## src/rtl/Pipe_Buf_Reg_PKG.sv

```systemverilog
// rtl/Pipe_Buf_Reg_PKG.sv - shared pipeline-buffer types and constants for the fetch stage
package Pipe_Buf_Reg_PKG;

    localparam logic [31:0] PC_RESET  = 32'h0000_0000;
    localparam logic [31:0] INSTR_NOP = 32'h0000_0013;

    typedef struct packed {
        logic [31:0] pc;
        logic [31:0] instr;
        logic        valid;
    } if_id_t;

    function automatic logic [31:0] word_align(input logic [31:0] addr);
        return {addr[31:2], 2'b00};
    endfunction

endpackage

```

## src/rtl/if_hold_buf.sv

```systemverilog
// rtl/if_hold_buf.sv - keeps the ROM word of an in-flight fetch alive across a stall
module if_hold_buf (
    input  logic        clk,
    input  logic        reset,
    input  logic        i_redirect,
    input  logic        i_stall,
    input  logic        i_fetch,
    input  logic [31:0] i_rdata,
    output logic [31:0] o_instr
);

    logic [31:0] hold_q;
    logic        hold_valid_q;

    // First stall edge latches the word; later stall edges leave it alone.
    always_ff @(posedge clk or negedge reset) begin
        if (!reset) begin
            hold_q       <= 32'h0;
            hold_valid_q <= 1'b0;
        end else if (i_redirect) begin
            hold_valid_q <= 1'b0;
        end else if (i_stall) begin
            if (i_fetch && !hold_valid_q) begin
                hold_q       <= i_rdata;
                hold_valid_q <= 1'b1;
            end
        end else begin
            hold_valid_q <= 1'b0;
        end
    end

    assign o_instr = hold_valid_q ? hold_q : i_rdata;

endmodule

```

## src/rtl/if_stage.sv

```systemverilog
// rtl/if_stage.sv - instruction fetch stage with IF/ID register; IF_PERF_CNT_EN adds redirect/stall counters
module if_stage
    import Pipe_Buf_Reg_PKG::*;
#(
    parameter int PC_W = 9
) (
    input  logic            clk,
    input  logic            reset,
    input  logic            stall,
    input  logic            PcSel,
    input  logic [31:0]     BrPC,
    output logic [PC_W-1:0] imem_addr,
    input  logic [31:0]     imem_rdata,
    output logic [PC_W-1:0] id_pc,
    output logic [31:0]     id_instr,
    output logic            id_valid
`ifdef IF_PERF_CNT_EN
    ,
    output logic [31:0]     redirect_cnt,
    output logic [31:0]     stall_cnt
`endif
);

    logic [PC_W-1:0] pc_q;
    logic            fetch_q;
    logic [PC_W-1:0] fetch_pc_q;
    if_id_t          r_ifid;
    logic [31:0]     w_instr;
    logic            w_unused_bits;

    if_hold_buf u_hold_buf (
        .clk        (clk),
        .reset      (reset),
        .i_redirect (PcSel),
        .i_stall    (stall),
        .i_fetch    (fetch_q),
        .i_rdata    (imem_rdata),
        .o_instr    (w_instr)
    );

    always_ff @(posedge clk or negedge reset) begin
        if (!reset) begin
            pc_q       <= PC_RESET[PC_W-1:0];
            fetch_q    <= 1'b0;
            fetch_pc_q <= '0;
            r_ifid     <= '0;
        end else if (PcSel) begin
            pc_q         <= {BrPC[PC_W-1:2], 2'b00};
            fetch_q      <= 1'b0;
            r_ifid.valid <= 1'b0;
        end else if (!stall) begin
            pc_q         <= pc_q + PC_W'(4);
            fetch_q      <= 1'b1;
            fetch_pc_q   <= pc_q;
            r_ifid.valid <= fetch_q;
            // Only a real fetch overwrites pc/instr, so a bubble keeps the last contents.
            if (fetch_q) begin
                r_ifid.pc    <= 32'(fetch_pc_q);
                r_ifid.instr <= w_instr;
            end
        end
    end

`ifdef IF_PERF_CNT_EN
    always_ff @(posedge clk or negedge reset) begin
        if (!reset) begin
            redirect_cnt <= 32'h0;
            stall_cnt    <= 32'h0;
        end else if (PcSel) begin
            redirect_cnt <= redirect_cnt + 32'h1;
        end else if (stall) begin
            stall_cnt <= stall_cnt + 32'h1;
        end
    end
`endif

    assign imem_addr     = pc_q;
    assign id_pc         = r_ifid.pc[PC_W-1:0];
    assign id_instr      = r_ifid.instr;
    assign id_valid      = r_ifid.valid;
    assign w_unused_bits = ^{BrPC, r_ifid.pc};

endmodule

```

## config.mk

```make
export PLATFORM = sky130hd
export DESIGN_NAME = if_stage
export DESIGN_NICKNAME = d
export VERILOG_FILES = /design/src/rtl/Pipe_Buf_Reg_PKG.sv /design/src/rtl/if_hold_buf.sv /design/src/rtl/if_stage.sv
export SDC_FILE = /design/constraint.sdc
export NUM_CORES = 1
export LEC_CHECK = 0
export CAP_MARGIN = 20
export CORE_ASPECT_RATIO = 1.4
export CORE_MARGIN = 3
export CORE_UTILIZATION = 46
export CTS_BUF_LIST = sky130_fd_sc_hd__clkbuf_8 sky130_fd_sc_hd__clkbuf_16
export CTS_CLUSTER_SIZE = 20
export DETAILED_ROUTE_END_ITERATION = 7
export GPL_TIMING_DRIVEN = 0
export PLACE_DENSITY = 0.8
export RECOVER_POWER = 50
export SLEW_MARGIN = 20
export SYNTH_ARGS = -nofsm -noshare
export SYNTH_HDL_FRONTEND = slang
export SYNTH_SLANG_ARGS = --single-unit
```

## constraint.sdc

```tcl
create_clock -name clk -period 1.9 [get_ports clk]
set_input_delay 0.285 -clock clk [delete_from_list [all_inputs] [get_ports clk]]
set_output_delay 0.285 -clock clk [all_outputs]
set_load 0.1 [all_outputs]
```

==> run summary, run 1 <==
Synth top area share - 0.589
Die width - 82.2 µm
P_int - 3.49 mW
Fill cells - 662
Critical Path RT - 1.62 ns
Peak VDD IR - 1190 µV
Hold path cells - 3
# rows - 38
Fmax - 534 MHz
Slew @ Worst Pin - 1.05 ns
Worst-path clk slew - 0.08 ns
DRT antenna net count - 0
Distinct cells, synth - 26
Area growth syn-to-layout - 31.6%
Die area - 9270 µm²
Inserted Clock Buffers - 9
Fin crit period - 1.87 ns
Port buffer count - 89
Vias per inst - 5.12
Fin area - 4920 µm²
Synth warn - 0
DPL Wire Length - 5660 µm
Placed cell area - 4800 µm²
Final setup margin - 0.0263 ns
EDFF count, synth - 0
RSZ-0062 raised after global routing - no
Starting DRT DRC Count - 61
Syn_area_per_cell - 12.8 µm²
Crit Path Class - flop to output pin
Net switching power figure - 2.93 mW
CTS Sinks - 88
Main synth FF type - dfrtp_1
Hold path start - BrPC[7]
Pwr Density - 1310 nW/µm²
Clock network power share - 0.182
Share of flip-flops with an asynchronous set or reset - 1.00
Critical Path Fanout Max - 2
Antenna Cells - 0
Combinational power share - 0.424
Critical Path Start - id_instr[25]
# setup viols final - 0
Worst slack at placement - -0.235 ns
#FFs+latches synth - 88
CTS max path bufs - 2
CTS HTree Levels - 3
Synth area leader - dfrtp_1
CP peak stage delay - 0.87 ns
Switching Share - 0.457
Hold_ws - 0.497 ns
Setup TNS - 0 ns
Mapped cell area - 3740 µm²
Worst-case reg-to-reg path depth - 4
Cell count along the critical path - 1
Nets@finish - 467
Remaining DRCs - 0
DIE HEIGHT - 113 µm
Synth Instances - 293
Synth area leaders - dfrtp_1 (59%), mux2_2 (13%), mux2i_1 (9.1%)
Final Max Tran Viols - 0
Top Ports - 119
Setup repair bufs after CTS - 0
Fin Clk Skew - 0.00986 ns
Reg2reg start - u_hold_buf.hold_valid_q
Total Routing Usage GR - 0.188
CTS tree - yes
Max Cap Viol - 0
DR WL/cell - 15.8 µm
Worst relative slew slack - 0.302
Largest net degree at the start of global routing - 47
Crit path DAT - 1.59 ns
First-pass GRT wire length - 13200 µm
Most common cell in the netlist - dfrtp_1
Slowest CP cell - dlygate4sd2_1
Fin util - 0.627
Critical path startpoint category - flop
Placeable Area - 7850 µm²
Hold Fails Final Rpt - 0
Final std cells w/o fill - 501
Tot Pwr - 6.42 mW
Routed vias - 2563
Status - complete, no violations
Top delay family on crit path - buffers and inverters
Initial antenna violation count - 0
R2R setup slack - 0.18 ns
Critical path cell sequence - dlygate4sd2_1
Crit. End Element - output pin
Hold Crit Class - input port to flop
Clock Tree Root - clkbuf_8
GPL Wtd Cong - 0.720
Placed insts - 486
Crit share post-route - 0.986
CP bufs+invs - 1
Proportion of synthesized chip area in sequential cells - 0.589
GRT overflow - 0
Sequential power share - 0.393
Initial DRT Pass Iterations - 4
Drt total wl - 7930 µm
Initial Utilization - 0.477
Leakage - 2.11 nW
Clk Latency, worst-skew pair - 0.35 ns
Layout cell share with drive strength beyond 1 - 0.222
Top cells by count, synth - dfrtp_1 (88), mux2_2 (44), mux2i_1 (34), nor2_1 (34), a21oi_1 (33)
Vias in the first global route - 2715
## kinds of logic after synthesis
logic type,Yosys count,synth area share
AOI/OAI and AO/OA,40,0.0535
xor gates and xnor gates,4,0.00937
adders and majority gates,1,0.00334
buffers and inverters,22,0.0378
DFF,88,0.589
muxes,80,0.229
other,1,0.00100
and+or+nand+nor,57,0.0769
## area by class of cell
type | instances | area, µm² | share of cell area
flip-flops and latches | 88 | 2200 | 0.448
multi-input cells | 186 | 1410 | 0.286
repair buffers | 91 | 871 | 0.177
clock buffers | 12 | 165 | 0.0336
plain buffers | 21 | 136 | 0.0277
well taps | 100 | 125 | 0.0254
clock inverters | 2 | 7.51 | 0.00153
inverters | 1 | 3.75 | 0.000763
## power groups by stage
stage | registers, mW | logic [mW] | clock network, mW
detailed placement | 2.57 | 2.89 | 0
floorplan | 4.16 | 0.537 | 0
global route | 2.58 | 2.84 | 1.27
CTS | 2.53 | 2.75 | 1.20
finish | 2.53 | 2.73 | 1.17
global placement | 2.55 | 2.85 | 0
## timing repair
action	CTS	global route
hold buffers	1	0
hold endpoints to repair	42	0
gates resized for setup	61	9
cloned	0	0
endpoints found under the setup margin	47	9
## worst paths after layout
path | endpoint
setup / recovery | id_instr[25]
hold / removal | imem_addr[7]
setup reg to reg | u_hold_buf.hold_q[10]
hold reg to reg | u_hold_buf.hold_q[4]
max in group asynchronous | imem_addr[2]
min in group asynchronous | u_hold_buf.hold_q[24]
## sequential cells by signal, summed over array words and instances, names as in the netlist
name / flops
id_instr: 32
u_hold_buf.hold_q: 32
fetch_pc_q: 7
id_pc: 7
imem_addr: 7
fetch_q: 1
id_valid: 1
u_hold_buf.hold_valid_q: 1
## cell usage in the layout (no fill, tap or decap)
cell and instances:
clkdlybuf4s15_1 9, nor4b_4 1, mux2_2 44, nand2_1 8, xnor2_1 1, clkbuf_1 2, dfrtp_2 2, nor2b_1 3
xor2_1 3, nor2_2 1, buf_6 4, buf_2 10, clkbuf_8 12, o21ai_0 7, conb_1 4, nand3_1 3
or4_1 2, dlygate4sd3_1 1, nor3b_4 1, ha_1 1, nand4b_1 2, mux2i_1 34, dfrtp_1 86, clkdlybuf4s15_2 6
mux2_1 2, buf_4 6, nor2_1 34, nand3b_1 1, inv_1 3, clkbuf_2 2, clkdlybuf4s50_1 41, nor3b_1 1
a21oi_1 33, dlygate4sd2_1 31
## layer usage
metal | vias up | wire (µm) | global-route usage
met5 | - | 0 | 0
met1 | 1289 | 3110 | 0.221
li1 | 1216 | - | -
met2 | 47 | 4380 | 0.325
met4 | 0 | 141 | 0.0865
met3 | 11 | 295 | 0.0326
(Power assumes the default switching activity.)
==> inputs of run 2 (changes only) <==
--- a/config.mk
+++ b/config.mk
@@ -5,7 +5,6 @@
 export SDC_FILE = /design/constraint.sdc
 export NUM_CORES = 1
 export LEC_CHECK = 0
-export CAP_MARGIN = 20
 export CORE_ASPECT_RATIO = 1.4
 export CORE_MARGIN = 3
 export CORE_UTILIZATION = 46
==> results of run 2 <==
Same layout as run 1: the final DEF is identical, and so are final timing and power.
